$ cat src/rtl/enc66_pkg.sv
// Shared constants, enums and block payload type for the Clause-49 64b/66b
// transmit encoder.
package enc66_pkg;

  localparam int unsigned COL_W   = 64;
  localparam int unsigned SCR_W   = 58;
  localparam int unsigned SCR_TAP = 39;

  // XGMII control characters
  localparam logic [7:0] CH_I = 8'h07;
  localparam logic [7:0] CH_S = 8'hFB;
  localparam logic [7:0] CH_T = 8'hFD;
  localparam logic [7:0] CH_Q = 8'h9C;

  // 7-bit block control codes
  localparam logic [6:0] CC_I = 7'h00;
  localparam logic [6:0] CC_E = 7'h1E;

  // Block type bytes
  localparam logic [7:0] BT_C  = 8'h1E;
  localparam logic [7:0] BT_O  = 8'h4B;
  localparam logic [7:0] BT_S0 = 8'h78;
  localparam logic [7:0] BT_S4 = 8'h33;

  localparam logic [1:0] SH_DATA = 2'b10;
  localparam logic [1:0] SH_CTRL = 2'b01;

  localparam logic [COL_W-1:0] E_BLOCK = {{8{CC_E}}, BT_C};

  typedef enum logic [1:0] {TX_INIT, TX_C, TX_D, TX_E} tx_state_e;
  typedef enum logic [2:0] {CLS_C, CLS_S, CLS_T, CLS_D, CLS_E} col_class_e;

  typedef struct packed {
    logic [1:0]       head;
    logic [COL_W-1:0] data;
  } blk_t;

  // Type byte of a terminate block whose /T/ sits in lane k
  function automatic logic [7:0] term_type(input logic [2:0] k);
    case (k)
      3'd0:    return 8'h87;
      3'd1:    return 8'h99;
      3'd2:    return 8'hAA;
      3'd3:    return 8'hB4;
      3'd4:    return 8'hCC;
      3'd5:    return 8'hD2;
      3'd6:    return 8'hE1;
      default: return 8'hFF;
    endcase
  endfunction

endpackage

$ cat src/rtl/encode_64b66b_scrambler.sv
// Self-synchronous x^58+x^39+1 payload scrambler; state and output advance
// only when a block is presented.
module scrambler_64b66b
  import enc66_pkg::*;
(
  input  logic             clk_i,
  input  logic             rst_n_i,
  input  logic             en,
  input  logic [COL_W-1:0] din,
  output logic [COL_W-1:0] dout
);

  logic [SCR_W-1:0] st_q;
  logic [SCR_W-1:0] st_d;
  logic [COL_W-1:0] sd;

  // st_d[0] is the most recent scrambled bit; bit 0 of the payload goes first
  always_comb begin
    st_d = st_q;
    sd   = '0;
    for (int i = 0; i < int'(COL_W); i++) begin
      sd[i] = din[i] ^ st_d[SCR_TAP-1] ^ st_d[SCR_W-1];
      st_d  = {st_d[SCR_W-2:0], sd[i]};
    end
  end

  always_ff @(posedge clk_i or negedge rst_n_i) begin
    if (!rst_n_i) begin
      st_q <= '1;
      dout <= '0;
    end else if (en) begin
      st_q <= st_d;
      dout <= sd;
    end
  end

endmodule

$ cat src/rtl/encode_64b66b_cl49.sv
// Clause-49 64b/66b transmit encoder: column classification, transmit state
// machine with /E/ substitution, optional 32-bit input and scrambling.
module encode_64b66b_cl49 #(
  parameter int unsigned INPUT_W     = 64,
  parameter int unsigned SCRAMBLE_EN = 0,
  parameter int unsigned ERR_CNT_W   = 16
) (
  input  logic                   clk_i,
  input  logic                   rst_n_i,
  input  logic [INPUT_W-1:0]     xgmii_txd_i,
  input  logic [INPUT_W/8-1:0]   xgmii_txc_i,
  input  logic                   xgmii_txd_vld_i,
  input  logic                   err_cnt_clr_i,
  output logic [63:0]            encode_data_o,
  output logic [1:0]             encode_head_o,
  output logic                   encode_data_vld_o,
  output logic                   encode_error_o,
  output logic [ERR_CNT_W-1:0]   err_cnt_o
);
  import enc66_pkg::*;

  logic [COL_W-1:0] col_d;
  logic [7:0]       col_c;
  logic             col_vld;
  logic [7:0]       idle_l;
  col_class_e       cls;
  blk_t             blk;
  blk_t             emit;
  logic [7:0]       t_mask;
  logic [7:0]       t_hi;
  logic [COL_W-1:0] t_dat;
  tx_state_e        state_q;
  tx_state_e        state_d;
  logic             emit_err;
  logic             out_ld;
  logic             out_err;
  logic [1:0]       out_head;

  // Column assembly: 32-bit beats pair up, lanes 0-3 first
  if (INPUT_W == 32) begin : g_half
    logic        phase_q;
    logic [31:0] lo_d_q;
    logic [3:0]  lo_c_q;

    always_ff @(posedge clk_i or negedge rst_n_i) begin
      if (!rst_n_i) begin
        phase_q <= 1'b0;
        lo_d_q  <= '0;
        lo_c_q  <= '0;
      end else if (xgmii_txd_vld_i) begin
        phase_q <= ~phase_q;
        if (!phase_q) begin
          lo_d_q <= xgmii_txd_i;
          lo_c_q <= xgmii_txc_i;
        end
      end
    end

    assign col_d   = {xgmii_txd_i, lo_d_q};
    assign col_c   = {xgmii_txc_i, lo_c_q};
    assign col_vld = xgmii_txd_vld_i & phase_q;
  end else begin : g_full
    assign col_d   = 64'(xgmii_txd_i);
    assign col_c   = 8'(xgmii_txc_i);
    assign col_vld = xgmii_txd_vld_i;
  end

  always_comb begin
    for (int i = 0; i < 8; i++) idle_l[i] = (col_d[8*i +: 8] == CH_I);
  end

  // Classify the column and build the block it would legally encode to
  always_comb begin
    cls    = CLS_E;
    blk    = '{head: SH_CTRL, data: E_BLOCK};
    t_mask = '0;
    t_hi   = '0;
    t_dat  = '0;
    if (col_c == 8'h00) begin
      cls = CLS_D;
      blk = '{head: SH_DATA, data: col_d};
    end else if (col_c == 8'h01 && col_d[7:0] == CH_S) begin
      cls = CLS_S;
      blk.data = {col_d[63:8], BT_S0};
    end else if (col_c == 8'h1F && (&idle_l[3:0]) && col_d[39:32] == CH_S) begin
      cls = CLS_S;
      blk.data = {col_d[63:40], 4'h0, {4{CC_I}}, BT_S4};
    end else if (col_c == 8'hFF && (&idle_l)) begin
      cls = CLS_C;
      blk.data = {{8{CC_I}}, BT_C};
    end else if (col_c == 8'hF1 && col_d[7:0] == CH_Q && (&idle_l[7:4])) begin
      cls = CLS_C;
      blk.data = {{4{CC_I}}, 4'h0, col_d[31:8], BT_O};
    end else begin
      for (int k = 0; k < 8; k++) begin
        t_mask = 8'hFF << k;
        t_hi   = t_mask << 1;
        if (col_c == t_mask && col_d[8*k +: 8] == CH_T && (&(idle_l | ~t_hi))) begin
          cls      = CLS_T;
          t_dat    = col_d & ~({COL_W{1'b1}} << (8*k));
          blk.data = {t_dat[55:0], term_type(3'(k))};
        end
      end
    end
  end

  always_ff @(posedge clk_i or negedge rst_n_i) begin
    if (!rst_n_i) state_q <= TX_INIT;
    else          state_q <= state_d;
  end

  // Transmit state machine; illegal sequences become /E/ blocks
  always_comb begin
    state_d  = state_q;
    emit_err = 1'b0;
    if (col_vld) begin
      unique case (state_q)
        TX_INIT, TX_C: begin
          if (cls == CLS_C)      state_d = TX_C;
          else if (cls == CLS_S) state_d = TX_D;
          else begin
            state_d  = TX_E;
            emit_err = 1'b1;
          end
        end
        TX_D: begin
          if (cls == CLS_D)      state_d = TX_D;
          else if (cls == CLS_T) state_d = TX_C;
          else begin
            state_d  = TX_E;
            emit_err = 1'b1;
          end
        end
        TX_E: begin
          case (cls)
            CLS_C, CLS_T: state_d = TX_C;
            CLS_D, CLS_S: state_d = TX_D;
            default: begin
              state_d  = TX_E;
              emit_err = 1'b1;
            end
          endcase
        end
      endcase
    end
    emit = emit_err ? '{head: SH_CTRL, data: E_BLOCK} : blk;
  end

  if (SCRAMBLE_EN != 0) begin : g_scr
    logic             s1_vld_q;
    logic             s1_err_q;
    logic [1:0]       s1_head_q;
    logic [COL_W-1:0] s1_data_q;

    always_ff @(posedge clk_i or negedge rst_n_i) begin
      if (!rst_n_i) begin
        s1_vld_q  <= 1'b0;
        s1_err_q  <= 1'b0;
        s1_head_q <= '0;
        s1_data_q <= '0;
      end else begin
        s1_vld_q <= col_vld;
        s1_err_q <= emit_err;
        if (col_vld) begin
          s1_head_q <= emit.head;
          s1_data_q <= emit.data;
        end
      end
    end

    scrambler_64b66b u_scr (
      .clk_i   (clk_i),
      .rst_n_i (rst_n_i),
      .en      (s1_vld_q),
      .din     (s1_data_q),
      .dout    (encode_data_o)
    );

    assign out_ld   = s1_vld_q;
    assign out_head = s1_head_q;
    assign out_err  = s1_vld_q & s1_err_q;
  end else begin : g_byp
    always_ff @(posedge clk_i or negedge rst_n_i) begin
      if (!rst_n_i)     encode_data_o <= '0;
      else if (col_vld) encode_data_o <= emit.data;
    end

    assign out_ld   = col_vld;
    assign out_head = emit.head;
    assign out_err  = emit_err;
  end

  // Output flags and saturating error counter; clear wins over increment
  always_ff @(posedge clk_i or negedge rst_n_i) begin
    if (!rst_n_i) begin
      encode_head_o     <= '0;
      encode_data_vld_o <= 1'b0;
      encode_error_o    <= 1'b0;
      err_cnt_o         <= '0;
    end else begin
      encode_data_vld_o <= out_ld;
      encode_error_o    <= out_err;
      if (out_ld) encode_head_o <= out_head;
      if (err_cnt_clr_i)
        err_cnt_o <= ERR_CNT_W'(out_err);
      else if (out_err && err_cnt_o != {ERR_CNT_W{1'b1}})
        err_cnt_o <= err_cnt_o + ERR_CNT_W'(1);
    end
  end

endmodule
$ cat config.mk
export PLATFORM = sky130hd
export DESIGN_NAME = encode_64b66b_cl49
export DESIGN_NICKNAME = d
export VERILOG_FILES = /design/src/rtl/enc66_pkg.sv /design/src/rtl/encode_64b66b_scrambler.sv /design/src/rtl/encode_64b66b_cl49.sv
export SDC_FILE = /design/constraint.sdc
export NUM_CORES = 1
export LEC_CHECK = 0
export CORE_MARGIN = 3
export CORE_UTILIZATION = 48
export DETAILED_ROUTE_END_ITERATION = 16
export PLACE_DENSITY = 0.77
export SYNTH_ARGS = -nofsm -noshare
export SYNTH_HDL_FRONTEND = slang
export SYNTH_SLANG_ARGS = --single-unit
$ cat constraint.sdc
create_clock -name clk_i -period 2.8 [get_ports clk_i]
set_clock_uncertainty 0.2 [all_clocks]
set_input_delay 0.56 -clock clk_i [delete_from_list [all_inputs] [get_ports clk_i]]
set_output_delay 0.56 -clock clk_i [all_outputs]
set_load 0.1 [all_outputs]
# --- After elaboration in Yosys (flattened, before gate mapping) ---
# Index checks and enable logic that the tools add are counted.
totals:
  word_cells: 125
  out_inout_bits: 84
  input_bits: 76
  ff_bits: 86
op_classes:
  eq_ne: 37
  addsub: 1
  n_mux: 43
  n_reduce_logical: 38
op_table:
  columns: ["cell", "n"]
  rows:
  - ["64-bit two-way mux", 12]
  - ["8-bit == test (second input constant)", 20]
  - ["66-bit two-way mux", 1]
  - ["8-bit by 3-bit == test with 1-bit output (second input constant)", 8]
  - ["62-bit two-way mux", 1]
  - ["3-bit two-way mux", 13]
  - ["16-bit two-way mux", 2]
  - ["1-bit logical AND", 22]
  - ["16-bit by 1-bit adder with 16-bit output (second input constant)", 1]
  - ["16-bit != test (second input constant)", 1]
  - ["8-bit by 1-bit == test with 1-bit output (second input constant)", 1]
  - ["8-bit by 5-bit == test with 1-bit output (second input constant)", 1]
  - ["8-bit logical NOT", 1]
  - ["2-bit two-way mux", 4]
  - ["4-bit AND reduction", 2]
  - ["8-bit AND reduction", 1]
  - ["1-bit two-way mux", 7]
  - ["7-bit AND reduction", 1]
  - ["3-bit by 2-bit == test with 1-bit output (second input constant)", 2]
  - ["2-bit case mux with 3 select lines", 1]
  - ["6-bit AND reduction", 1]
  - ["2-bit OR reduction", 3]
  - ["5-bit AND reduction", 1]
  - ["2-bit == test (second input constant)", 2]
  - ["10 further kinds", 10]

# --- Depth between registers and ports, before layout ---
depth:
  word_depth: 24
  ltp_mapped: 12
  mapped_depth_nobuf: 9

# --- Least setup slack after synthesis ---
# No wires, ideal clock.
synth_path:
  kind: "input to register"
  startpoint: "in xgmii_txc_i[4]"
  endpoint: "reg err_cnt_o[6]"
  path_stages: 10
  arrival_ns: 2.940
  t_required_ns: 2.475
  path_slack_ns: -0.465
  path_cell_list: "clkbuf_1 and4_1 nand4_1 nor3_1 o211a_1 o41a_4 or3_4 buf_4 nor3_1 mux2_2"
synth_via:
  elab_chain_cells: 23
  elab_cells_between_ends: 60
  cone_classes: "eq/ne (14); mux (20); reduce/logical (26)"
synth_rtl:
  columns: ["item", "line", "source"]
  rows:
  - ["from (decl)", "encode_64b66b_cl49.sv:11", "input logic [INPUT_W/8-1:0] xgmii_txc_i,"]
  - ["8-bit == test", "encode_64b66b_cl49.sv:88, encode_64b66b_cl49.sv:98", null]
  - ["1-bit logical AND (2 in a row)", "encode_64b66b_cl49.sv:98", "if (col_c == t_mask && col_d[8*k +: 8] == CH_T && (&(idle_l | ~t_hi))) begin"]
  - ["3-bit two-way mux (8 in a row)", "encode_64b66b_cl49.sv:98", null]
  - ["3-bit two-way mux", "encode_64b66b_cl49.sv:91", "end else if (col_c == 8'hF1 && col_d[7:0] == CH_Q && (&idle_l[7:4])) begin"]
  - ["3-bit two-way mux", "encode_64b66b_cl49.sv:88", "end else if (col_c == 8'hFF && (&idle_l)) begin"]
  - ["3-bit two-way mux", "encode_64b66b_cl49.sv:85", "end else if (col_c == 8'h1F && (&idle_l[3:0]) && col_d[39:32] == CH_S) begin"]
  - ["3-bit two-way mux", "encode_64b66b_cl49.sv:82", "end else if (col_c == 8'h01 && col_d[7:0] == CH_S) begin"]
  - ["3-bit two-way mux *", "encode_64b66b_cl49.sv:79", "if (col_c == 8'h00) begin"]
  - ["3-bit by 1-bit == test with 1-bit output (tied with other cells)", "encode_64b66b_cl49.sv:120, encode_64b66b_cl49.sv:135", null]
  - ["4-bit OR reduction (no line) (tied with other cells)", null, null]
  - ["1-bit two-way mux (on tied branches)", "encode_64b66b_cl49.sv:135, encode_64b66b_cl49.sv:119, encode_64b66b_cl49.sv:127", null]
  - ["1-bit case mux with 3 select lines *", "encode_64b66b_cl49.sv:117", "unique case (state_q)"]
  - ["1-bit two-way mux *", "encode_64b66b_cl49.sv:116", "if (col_vld) begin"]
  - ["1-bit logical AND *", "encode_64b66b_cl49.sv:206", "else if (out_err && err_cnt_o != {ERR_CNT_W{1'b1}})"]
  - ["2-bit nonzero test (no line) *", null, null]
  - ["to (signal assigned)", "encode_64b66b_cl49.sv:205", "err_cnt_o <= ERR_CNT_W'(out_err);"]
  - ["to (signal assigned)", "encode_64b66b_cl49.sv:207", "err_cnt_o <= err_cnt_o + ERR_CNT_W'(1);"]
  - ["to (decl)", "encode_64b66b_cl49.sv:18", "output logic [ERR_CNT_W-1:0] err_cnt_o"]
# Mark *: on every way between the ends. The rest lies on a longest branch, timed or not.
# A chain may end at the register's enable or synchronous reset.

# --- Final worst setup path ---
layout_path:
  startpoint: "in xgmii_txc_i[7]"
  endpoint: "reg err_cnt_o[14]"
# The elaborated chain is that of the path after synthesis.

==> metrics.yaml <==
power:
  clock_power_share_pct: 41.0
  p_int_mw: 2.166
  p_total_mw: 3.065
  max-vdd-ir-drop_v: 0.0003302
  power_leakage_nw: 4.116
  cellPowerDensity_mw_per_mm2: 327.6
  pwr-share-seq_pct: 41.1
  p_sw_mw: 0.8999
  power.switching_fraction_pct: 29.36
  p_comb_share_pct: 18.0
global_routing:
  grt_util_met2_pct: 65.56
  antenna_found_initial: 0
  grt_max_degree: 45
  met3_usage_pct: 6.900
  use_met1_pct: 47.84
  grt_pass1_vias: 7139
  grt.busiest_layer: "met2"
  gr-total-overflow: 0
  grt_first_pass_wirelength_um: 38900
  grt_usage_pct: 39.01
detailed_routing:
  via_count: 7276
  ant_nets: 0
  wl_per_cell_um: 23.35
  drc_errors: 0
  avgViaCountPerCell: 6.549
  dr.first_iter.drc_count: 867
  dr.pass1.iters: 6
  drt_wl_total_um: 25950
logic_synthesis:
  ys.flop_type: "dfrtp_1"
  yosys.area_share.simple_pct: 28.13
  synthMuxAreaShare_pct: 1.420
  seq_area_frac_synth_pct: 39.40
  synth_fa_ha_area_share_pct: 0.2290
  yosysUniqueCellTypes: 71
  synth_area_mm2: 0.005463
  synth_top_area_share_pct: 39.40
  synth_top_family_by_area: "simple AND/OR/NAND/NOR gates"
  ys_top_cells_by_area: "dfrtp_1 39%, a21oi_1 6.0%, nor2_1 5.2%"
  synth_seq_cells: 86
  synth_compound_area_share_pct: 25.74
  syn_nets: 713
  synthArstFlopShare_pct: 100.0
  syn_area_per_cell_um2: 8.589
  synth_xor_area_share_pct: 0.6413
  synth_edf_count: 0
  synth_cells: 636
  yosysWarnings: 0
  synth_top_cell_by_area: "dfrtp_1"
timing:
  fin_crit_ns: 3.148
  post-route-period-util_pct: 112.4
  worst_pin_slew_ns: 0.7994
  fmax_mhz: 317.7
  slew_headroom_pct: 46.30
  setup_viol: 84
  slew_violations: 0
  grt_setup_unrepaired: "true"
  hold_viol: 0
  fin_ws_ns: -0.3475
clock_network:
  hold_buffers: 0
  numCtsBuffers: 9
  cts_tree: "yes"
  worstSkewPairLatency_ns: 0.36
  clockRootBuffer: "clkbuf_16"
  clock_sinks: 86
  cts_max_level: 3
  clk_path_buf_depth: 2
  clk_pin_slew_ns: 0.07
layout:
  fin_area_mm2: 0.009358
  syn_to_final_growth_pct: 71.30
  n_antenna_cell: 0
  drive_above_1_share_pct: 47.68
  multiInputGateArea_mm2: 0.003746
  finalNetCount: 1044
  fin_cells: 1111
  fillerInstances: 597
  seqCellArea_mm2: 0.002152
floorplan:
  die_h_um: 112.7
  start_util_pct: 49.74
  core_area_mm2: 0.01098
  ios: 160
  fp.dieArea_mm2: 0.01270
  rows: 38
  die_w_um: 112.7
critical_path:
  critPathRequiredTime_ns: 2.89
  crit_type: "input pin to flop"
  r2r_start: "err_cnt_o[7]$_DFFE_PN0P_"
  worstPathArrival_ns: 3.24
  critPathLaunchType: "input pin"
  worstReg2RegEnd: "err_cnt_o[6]$_DFFE_PN0P_"
  worstPathMaxFanout: 7
  end_kind: "flop"
  rrSetupSlack_ns: -0.21
  r2r_cells: 8
placement:
  dpl-instance-area_mm2: 0.008109
  placed_cells_incl_taps: 1052
  preCtsSetupSlack_ns: -1.057
  numPortBuffers: 159
  gp_congestion: 1.013
  dp_hpwl_um: 17620
status:
  violations: "negative setup slack"
  status: "finished, violations left"
job:
  maxCapViolations: 0
worst_hold_path:
  hp-class: "input pin to async pin"
-- metal layers --
| metal | share of wire, % | routed length [um] | vias to the layer above |
|---|---|---|---|
| met3 | 9.4 | 2430 | 149 |
| li1 | - | - | 3089 |
| met1 | 37 | 9504 | 3481 |
| met4 | 6.1 | 1576 | 0 |
| met5 | 0 | 0 | - |
| met2 | 48 | 12430 | 557 |
-- registers in the layout (all words and copies together) (netlist names) --
| signal | count |
|---|---|
| encode_data_vld_o | 1 |
| encode_error_o | 1 |
| encode_head_o | 2 |
| err_cnt_o | 16 |
| state_q | 2 |
| encode_data_o | 64 |
-- power groups by stage --
stage / Clock [mW] / Combinational (mW) / Sequential, mW
4_1_cts: 1.25 / 0.519 / 1.26
3_5_place_dp: 0 / 0.496 / 1.28
3_3_place_gp: 0 / 0.489 / 1.28
6_report: 1.26 / 0.551 / 1.26
5_1_grt: 1.31 / 0.572 / 1.26
2_1_floorplan: 0 / 0.104 / 1.33
-- how the worst max path moves through the flow --
stage               startpoint                       endpoint
2_1_floorplan  xgmii_txd_i[59]  encode_data_o[20]$_DFFE_PN0P_
3_3_place_gp    xgmii_txc_i[0]       err_cnt_o[6]$_DFFE_PN0P_
3_5_place_dp    xgmii_txc_i[1]  encode_data_o[30]$_DFFE_PN0P_
4_1_cts        xgmii_txd_i[63]  encode_data_o[29]$_DFFE_PN0P_
5_1_grt        xgmii_txd_i[63]  encode_data_o[48]$_DFFE_PN0P_
6_report        xgmii_txc_i[7]      err_cnt_o[14]$_DFFE_PN0P_
-- cells in the final DEF (no fill, tap or decap), drive strengths merged, types with 15 or more instances in the layout --
cell type,synthesis,routed
nor3,17,17
buf,16,298
nand2,65,65
nand4,17,17
clkbuf,25,27
a22o,21,21
nor2,77,77
nor4,17,17
o21ai,25,25
o31ai,16,16
clkdlybuf4s15,0,15
a21oi,66,66
dfrtp,86,86
dlygate4sd2,0,26
nand3,17,17
-- layout make-up --
class / instances / area share, %
clock inverters: 6 / 0.7488
multi-input cells: 500 / 40.03
well taps: 140 / 1.872
flip-flops and latches: 86 / 23.00
repair inverters: 1 / 0.1738
repair buffers: 360 / 31.33
clock buffers: 9 / 2.407
inverters: 9 / 0.4412
-- worst max-delay path, stage by stage --
cell,delay (ns)
buf_2,0.11
and4_1,0.21
nand4_1,0.13
buf_6,0.14
buf_12,0.10
nor4_4,0.04
and4_4,0.20
o41a_4,0.53
or2_4,0.35
buf_6,0.15
or4_4,0.54
a21oi_2,0.15
-- timing repair --
item,in CTS,in global routing
pin swaps,66,40
hold endpoints to repair,0,0
endpoints found under the setup margin,85,85
gates cloned,3,1
gates resized for setup,232,87
buffers inserted,31,11
-- through the flow --
stage / utilization (%) / setup TNS (ns) / hold WS (ns)
final: 85.20 / -22.72 / 0.01576
after global routing: 85.20 / -25.93 / 0.04413
after CTS: 83.05 / -18.58 / 0.02083
after detailed placement: 73.83 / -78.14 / 0.2752
after global placement: 73.83 / -80.22 / 0.2728
after floorplan: - / -26.71 / 0.06441
-- cells by family (layout without fill, tap and decap cells) --
group,count (synthesis),count (layout)
mux,7,7
flops,86,86
simple gates,288,288
fa+ha+maj,1,1
compound gates,200,200
buf+inv,50,385
xor+xnor,4,4
-- synth_stat cells (4+ instances only) --
cell and n:
or4_1 10, o31ai_2 6, nor3_1 17, a21oi_1 65
o2bb2ai_1 12, o22ai_1 5, nor2b_1 4, mux2_2 6
dfrtp_1 86, a31oi_1 14, xnor2_1 4, and3_1 9
nor2_1 76, buf_6 4, or3_1 7, a2bb2oi_1 5
or2_2 8, o311a_1 5, o31ai_1 10, nand4b_1 5
nand4_1 17, clkbuf_1 25, o21ai_2 4, inv_1 8
a211oi_1 4, a22oi_1 9, nor4_1 16, nand2_1 65
and4_1 5, buf_2 9, o21ai_0 20, a22o_1 21
and3b_1 4, nand3_1 17
(Power assumes the default switching activity.)
